==> src/rtl/mem_io_bridge.sv <==
// rtl/mem_io_bridge.sv - load/store bridge to data memory and memory-mapped IO
module mem_io_bridge #(
  parameter int unsigned DATA_W     = 32,
  parameter int unsigned SW_W       = 16,
  parameter int unsigned KEY_W      = 4,
  parameter logic [31:0] IO_BASE    = 32'hFFFFFC00,
  parameter int unsigned MEM_RD_LAT = 1
) (
  input  logic              clk,
  input  logic              rst_n,
  input  logic              req_rd,
  input  logic              req_wr,
  input  logic [DATA_W-1:0] req_addr,
  input  logic [1:0]        req_size,
  input  logic              req_unsigned,
  input  logic [DATA_W-1:0] req_wdata,
  output logic              stall,
  output logic              rd_valid,
  output logic [DATA_W-1:0] rd_data,
  output logic              err,
  output logic [DATA_W-1:0] mem_addr,
  output logic [DATA_W-1:0] mem_wdata,
  output logic [3:0]        mem_we,
  input  logic [DATA_W-1:0] mem_rdata,
  input  logic [SW_W-1:0]   switch_in,
  input  logic [KEY_W-1:0]  key_in,
  input  logic              key_valid,
  input  logic              btn_in,
  output logic [DATA_W-1:0] led_out,
  output logic [DATA_W-1:0] seg_out
);

  typedef enum logic [1:0] {S_IDLE, S_WAIT, S_RESP} state_t;

  localparam logic [1:0] CNT_INIT = 2'(MEM_RD_LAT - 1);

  // IO word offsets within the 1 KB window
  localparam logic [7:0] OFF_SW  = 8'h00;
  localparam logic [7:0] OFF_KEY = 8'h01;
  localparam logic [7:0] OFF_BTN = 8'h02;
  localparam logic [7:0] OFF_LED = 8'h04;
  localparam logic [7:0] OFF_SEG = 8'h05;

  state_t            state_q;
  logic [1:0]        cnt_q;
  logic              rd_valid_q;
  logic [31:0]       rd_data_q;
  logic              clr_key_q;
  logic              clr_btn_q;
  logic [KEY_W-1:0]  key_reg_q, key_reg_d;
  logic              key_new_q, key_new_d;
  logic              btn_s1_q, btn_s2_q, btn_s3_q;
  logic              btn_flag_q, btn_flag_d;
  logic [31:0]       led_q;
  logic [31:0]       seg_q;

  logic        is_io;
  logic        misal;
  logic [1:0]  a;
  logic [7:0]  off;
  logic        st_en;
  logic        io_wr;
  logic [31:0] sw_word;
  logic [31:0] key_word;
  logic [31:0] io_word;
  logic [31:0] lane_mem;
  logic [31:0] lane_io;
  logic        btn_rise;
  logic        clr_key;
  logic        clr_btn;

  // Pick the addressed lane, then sign- or zero-extend it to a full word
  function automatic logic [31:0] extend_lane(input logic [31:0] w, input logic [1:0] la,
                                              input logic [1:0] sz, input logic uns);
    logic [7:0]  b;
    logic [15:0] h;
    case (la)
      2'd0:    b = w[7:0];
      2'd1:    b = w[15:8];
      2'd2:    b = w[23:16];
      default: b = w[31:24];
    endcase
    h = la[1] ? w[31:16] : w[15:0];
    case (sz)
      2'd0:    extend_lane = {{24{b[7] & ~uns}}, b};
      2'd1:    extend_lane = {{16{h[15] & ~uns}}, h};
      default: extend_lane = w;
    endcase
  endfunction

  assign a     = req_addr[1:0];
  assign off   = req_addr[9:2];
  assign is_io = (req_addr[31:10] == IO_BASE[31:10]);
  assign misal = ((req_size == 2'd1) && a[0]) || (req_size[1] && (a != 2'd0));
  assign st_en = req_wr && !req_rd && !misal;
  assign io_wr = st_en && is_io;

  assign mem_addr = {req_addr[31:2], 2'b00};
  assign stall    = rst_n && req_rd && (state_q != S_RESP);
  assign err      = rst_n && ((req_rd && (state_q == S_IDLE) && (misal || req_wr)) ||
                              (req_wr && !req_rd && misal));

  // Byte enables and lane-replicated write data for memory stores
  always_comb begin
    mem_we    = 4'b0000;
    mem_wdata = req_wdata;
    case (req_size)
      2'd0: begin
        mem_wdata = {4{req_wdata[7:0]}};
        mem_we    = 4'b0001 << a;
      end
      2'd1: begin
        mem_wdata = {2{req_wdata[15:0]}};
        mem_we    = 4'b0011 << {a[1], 1'b0};
      end
      default: mem_we = 4'b1111;
    endcase
    if (!st_en || is_io) mem_we = 4'b0000;
  end

  // Readable IO registers, zero-padded to a word
  always_comb begin
    sw_word               = '0;
    sw_word[SW_W-1:0]     = switch_in;
    key_word              = '0;
    key_word[KEY_W-1:0]   = key_reg_q;
    key_word[KEY_W]       = key_new_q;
    case (off)
      OFF_SW:  io_word = sw_word;
      OFF_KEY: io_word = key_word;
      OFF_BTN: io_word = {30'b0, btn_s2_q, btn_flag_q};
      default: io_word = 32'h0;
    endcase
  end

  assign lane_mem = misal ? 32'h0 : extend_lane(mem_rdata, a, req_size, req_unsigned);
  assign lane_io  = misal ? 32'h0 : extend_lane(io_word, a, req_size, 1'b1);

  // Sticky flags: a new arrival in the clearing cycle wins over the clear
  assign clr_key  = (state_q == S_RESP) && clr_key_q;
  assign clr_btn  = (state_q == S_RESP) && clr_btn_q;
  assign btn_rise = btn_s2_q && !btn_s3_q;

  // Next state of the key and button flags
  always_comb begin
    key_reg_d  = key_reg_q;
    key_new_d  = key_new_q;
    btn_flag_d = btn_flag_q;
    if (clr_key) key_new_d = 1'b0;
    if (key_valid) begin
      key_new_d = 1'b1;
      key_reg_d = key_in;
    end
    if (clr_btn) btn_flag_d = 1'b0;
    if (btn_rise) btn_flag_d = 1'b1;
  end

  // Load FSM: counted wait states for memory, one-cycle response for IO
  always_ff @(posedge clk or negedge rst_n) begin
    if (!rst_n) begin
      state_q    <= S_IDLE;
      cnt_q      <= 2'd0;
      rd_valid_q <= 1'b0;
      rd_data_q  <= 32'h0;
      clr_key_q  <= 1'b0;
      clr_btn_q  <= 1'b0;
    end else begin
      case (state_q)
        S_IDLE: begin
          rd_valid_q <= 1'b0;
          if (req_rd) begin
            clr_key_q <= is_io && !misal && (off == OFF_KEY);
            clr_btn_q <= is_io && !misal && (off == OFF_BTN);
            if (is_io) begin
              rd_data_q  <= lane_io;
              rd_valid_q <= 1'b1;
              state_q    <= S_RESP;
            end else begin
              cnt_q   <= CNT_INIT;
              state_q <= S_WAIT;
            end
          end
        end
        S_WAIT: begin
          if (cnt_q == 2'd0) begin
            rd_data_q  <= lane_mem;
            rd_valid_q <= 1'b1;
            state_q    <= S_RESP;
          end else begin
            cnt_q <= cnt_q - 2'd1;
          end
        end
        default: begin
          rd_valid_q <= 1'b0;
          clr_key_q  <= 1'b0;
          clr_btn_q  <= 1'b0;
          state_q    <= S_IDLE;
        end
      endcase
    end
  end

  // Key latch, button synchroniser with edge detect, and sticky flags
  always_ff @(posedge clk or negedge rst_n) begin
    if (!rst_n) begin
      key_reg_q  <= '0;
      key_new_q  <= 1'b0;
      btn_s1_q   <= 1'b0;
      btn_s2_q   <= 1'b0;
      btn_s3_q   <= 1'b0;
      btn_flag_q <= 1'b0;
    end else begin
      key_reg_q  <= key_reg_d;
      key_new_q  <= key_new_d;
      btn_s1_q   <= btn_in;
      btn_s2_q   <= btn_s1_q;
      btn_s3_q   <= btn_s2_q;
      btn_flag_q <= btn_flag_d;
    end
  end

  // LED and segment registers take the full store word
  always_ff @(posedge clk or negedge rst_n) begin
    if (!rst_n) begin
      led_q <= 32'h0;
      seg_q <= 32'h0;
    end else if (io_wr) begin
      if (off == OFF_LED) led_q <= req_wdata;
      if (off == OFF_SEG) seg_q <= req_wdata;
    end
  end

  assign rd_valid = rd_valid_q;
  assign rd_data  = rd_data_q;
  assign led_out  = led_q;
  assign seg_out  = seg_q;

endmodule
==> config.mk <==
export PLATFORM = sky130hd
export DESIGN_NAME = mem_io_bridge
export DESIGN_NICKNAME = d
export VERILOG_FILES = /design/src/rtl/mem_io_bridge.sv
export SDC_FILE = /design/constraint.sdc
export NUM_CORES = 1
export LEC_CHECK = 0
export CORE_MARGIN = 2
export CORE_UTILIZATION = 45
export DETAILED_ROUTE_END_ITERATION = 16
export GPL_TIMING_DRIVEN = 0
export HOLD_SLACK_MARGIN = 0.15
export PLACE_DENSITY = 0.94
export SYNTH_ARGS = -nofsm -noshare
export SYNTH_HDL_FRONTEND = slang
export SYNTH_SLANG_ARGS = --single-unit
export TNS_END_PERCENT = 20
==> constraint.sdc <==
create_clock -name clk -period 4.9 [get_ports clk]
set_input_delay 0.735 -clock clk [delete_from_list [all_inputs] [get_ports clk]]
set_output_delay 0.735 -clock clk [all_outputs]
set_load 0.05 [all_outputs]
==> reports/qor.log <==
[yosys] number of instances in the synthesized netlist 559
[power] Cell Pwr Density 376 nW/um^2
[critical_path] classification of the worst setup path in -> out
[sta] Least-Margin Pin Slew 1.08 ns
[routing] Detailed Route WL 22.9 mm
[yosys] ranking of synthesized cells by instance count sky130_fd_sc_hd__dfrtp_1 (112), sky130_fd_sc_hd__mux2_2 (53), sky130_fd_sc_hd__buf_4 (40)
[yosys] per-instance average area after synthesis 11.1 sq um
[critical_path] nature of the critical path startpoint primary input
[floorplan] initial standard-cell utilization of the core 0.466
[clock_network] CTS tree yes
[run] count of maximum capacitance violations 0
[clock_network] insertion delay to the later sink of the worst-skew pair 0.36 ns
[place] routability-driven placement congestion ratio 0.967
[sta] Final Hold Fails 0
[yosys] top cells by area in the synthesized netlist sky130_fd_sc_hd__dfrtp_1 (45%), sky130_fd_sc_hd__mux2_2 (9.6%), sky130_fd_sc_hd__mux2_4 (7.2%)
[power] switching power of the nets 1.54 mW
[floorplan] core outline area 13300 sq um
[layout] Final Net Count 984
[clock_network] number of clock sinks 112
[routing] router iterations before antenna repair 7
[yosys] portion of synthesized cell area occupied by the leading cell type 0.451
[sta] Hold WS 0.357 ns
[grt] largest net degree at the start of global routing 59
[sta] Max Freq 0.225 GHz
[yosys] EDFF count, synth 0
[layout] post-synthesis to final-layout area growth 55.2%
[sta] number of slew-limit violations in the final report 0
[power] leakage power figure 4.15 nW
[clock_network] buffer count from post-CTS setup fixing 0
[grt] vias in the first global route 6065
[critical_path] Worst Path Required 4.16 ns
[layout] Filler Cells Inserted 925
[power] Gate power share 0.463
[yosys] main flop type after synthesis sky130_fd_sc_hd__dfrtp_1
[routing] average vias per placed instance 5.74
[power] internal power summed over all cells 2.09 mW
[clock_network] clock transition at the register clock pins on the worst setup and hold paths after CTS 0.08 ns
[hold_path] classification of the worst-slack hold path reg -> reg
[sta] RSZ-0062 raised after global routing no
[place] number of buffer cells added on primary ports 287
[routing] Final ANT Viol Nets 0
[floorplan] x dimension of the die 122 um
[sta] fin crit share 0.907
[layout] fraction of layout instances using a drive strength above 1 0.180
[floorplan] Core Rows 42
[floorplan] die outline area 14800 sq um
[yosys] share of async-settable or async-resettable flops after synthesis 1.00
[floorplan] total I/O pin count 292
[status] status finished clean
[clock_network] buffer cell driving the clock tree root sky130_fd_sc_hd__clkbuf_16
[grt] antenna violations before repair 0
[yosys] cell with the most instances after synthesis sky130_fd_sc_hd__dfrtp_1
[power] proportion of power drawn by flip-flops and latches 0.318
[layout] number of non-filler instances in the completed layout 1039
[power] power share of the clock group 0.218
[routing] detail-routed net length per standard cell 22.0 um
[sta] Setup-failing EPs final 0
[floorplan] Die Height 122 um
[yosys] number of warning messages in the yosys log 0
[power] maximum ir drop on the vdd rail 0.193 mV
[routing] DRC violations left 0
[sta] Final Skew 0.00599 ns
[layout] antenna cell count 0
[clock_network] clk buf depth 2
[sta] worst slew margin relative to its limit 0.276
[layout] Reg area 2800 sq um
[grt] overall overflow remaining after global route 0
[grt] total track usage 0.308
[power] Sw Ratio 0.425
[place] # placed instances 1024
[layout] area of the multi-input gates 2900 sq um
[clock_network] total CTS buffers 9
[grt] wire length of the first global-routing pass 34.3 mm
[power] total power of the final layout 3.63 mW
[critical_path] sort of element at the end of the critical path primary output
[yosys] netlist area before placement 6210 sq um
[yosys] Synth area leader sky130_fd_sc_hd__dfrtp_1
[yosys] Yosys reg bits 112
[clock_network] Clock H-tree levels 3
[sta] final period demand of the worst path 4.44 ns
[critical_path] data arrival time at the worst-slack endpoint 3.71 ns
[yosys] post-synthesis sequential area ratio 0.451
[critical_path] worst-path maximum fanout 19
[routing] Detailed Route Iter0 Violations 501
[place] Final HPWL DP 17.7 mm
[routing] count of vias placed by the detailed router 5963
[yosys] count of different cell masters after synthesis 54
-- sequential cells by signal, indices dropped and copies added (netlist names) --
name,cells
rd_data,32
cnt_q,2
rd_valid,1
seg_out,32
key_new_q,1
btn_s3_q,1
btn_flag_q,1
btn_s2_q,1
btn_s1_q,1
state_q,2
led_out,32
key_reg_q,4
clr_key_q,1
clr_btn_q,1
-- final timing paths --
| check | depth (start not counted) | endpoint | start | slack, ns |
|---|---|---|---|---|
| setup / recovery | 6 | mem_wdata[18] | req_size[1] | 0.46 |
| hold / removal | 0 | btn_s2_q | btn_s1_q | 0.36 |
| setup reg to reg | 5 | rd_data[19] | state_q[0] | 2.38 |
| hold reg to reg | 0 | btn_s2_q | btn_s1_q | 0.36 |
| max in group asynchronous | 2 | led_out[15] | rst_n | 3.74 |
| min in group asynchronous | 1 | key_reg_q[3] | rst_n | 0.44 |
-- timing repair --
action / in CTS / in global routing
gates resized for setup: 1 / 0
setup endpoints to repair: 9 / 2
hold buffers: 0 / 0
-- per-stage QoR --
step / area (sq um) / setup slack [ns] / util / TNS (ns)
finish: 9650 / 0.456 / 0.723 / 0
global route: 9650 / 0.332 / 0.723 / 0
CTS: 9650 / 0.191 / 0.723 / 0
detailed placement: 9340 / -0.0582 / 0.699 / -0.217
global placement: 9310 / -1.89 / 0.698 / -134.56
floorplan: 6220 / 1.29 / - / 0
-- power groups by stage --
stage | clock network, mW | registers (mW) | logic, mW
6_report | 0.792 | 1.15 | 1.68
3_3_place_gp | 0 | 1.16 | 1.63
4_1_cts | 0.797 | 1.15 | 1.67
3_5_place_dp | 0 | 1.17 | 1.66
2_1_floorplan | 0 | 1.56 | 0.626
5_1_grt | 0.832 | 1.17 | 1.76
-- critical path, stage by stage --
cell and delay, ns:
sky130_fd_sc_hd__clkdlybuf4s50_1 0.48, sky130_fd_sc_hd__clkbuf_1 0.35, sky130_fd_sc_hd__buf_1 0.44, sky130_fd_sc_hd__clkbuf_2 0.57
sky130_fd_sc_hd__mux2_2 0.40, sky130_fd_sc_hd__clkdlybuf4s50_1 0.72
-- routing by layer --
metal,wire length (um),global-route usage
met3,2200,0.0794
met4,707,0.131
met1,8510,0.367
met5,0,0
met2,11400,0.528
-- cell type report --
cell class | count | area share
clock buffer | 9 | 0.0233
clock inverter | 7 | 0.00895
multi-input combinational | 363 | 0.301
buffer | 75 | 0.0497
timing repair buffer | 288 | 0.300
inverter | 9 | 0.00350
sequential | 112 | 0.291
tap | 176 | 0.0228
-- cell usage in the layout, fill, tap and decap left out, types with 4 or more instances in the layout --
master	count
sky130_fd_sc_hd__clkdlybuf4s50_1	286
sky130_fd_sc_hd__dfrtp_1	112
sky130_fd_sc_hd__mux2_2	53
sky130_fd_sc_hd__buf_4	41
sky130_fd_sc_hd__o21ai_0	35
sky130_fd_sc_hd__nand2_1	33
sky130_fd_sc_hd__mux2_4	30
sky130_fd_sc_hd__a22o_1	27
sky130_fd_sc_hd__clkbuf_1	23
sky130_fd_sc_hd__nand2b_1	22
sky130_fd_sc_hd__a21oi_1	22
sky130_fd_sc_hd__mux2i_1	16
sky130_fd_sc_hd__nor2_1	11
sky130_fd_sc_hd__nor2b_1	10
sky130_fd_sc_hd__a31oi_1	10
sky130_fd_sc_hd__inv_1	9
sky130_fd_sc_hd__clkbuf_16	9
sky130_fd_sc_hd__nand3_1	8
sky130_fd_sc_hd__nand4_1	7
sky130_fd_sc_hd__buf_6	6
sky130_fd_sc_hd__o31ai_1	6
sky130_fd_sc_hd__buf_1	4
sky130_fd_sc_hd__o21a_1	4
sky130_fd_sc_hd__a211oi_1	4
sky130_fd_sc_hd__a221oi_1	4
sky130_fd_sc_hd__a41oi_1	4
sky130_fd_sc_hd__o41ai_1	4
sky130_fd_sc_hd__nor3_1	4
sky130_fd_sc_hd__a22oi_1	4
sky130_fd_sc_hd__o221ai_1	4
sky130_fd_sc_hd__mux2_1	4
-- cells by family (layout without fill, tap and decap cells) --
logic type | Yosys count | count (layout) | synth area share
other cells | 1 | 2 | 0.000603
compound gates | 143 | 143 | 0.160
simple gates | 114 | 114 | 0.102
fa+ha+maj | 1 | 1 | 0.00201
mux | 103 | 103 | 0.202
flops | 112 | 112 | 0.451
buf+inv | 85 | 388 | 0.0829
Power figures use the tool's default switching activity.
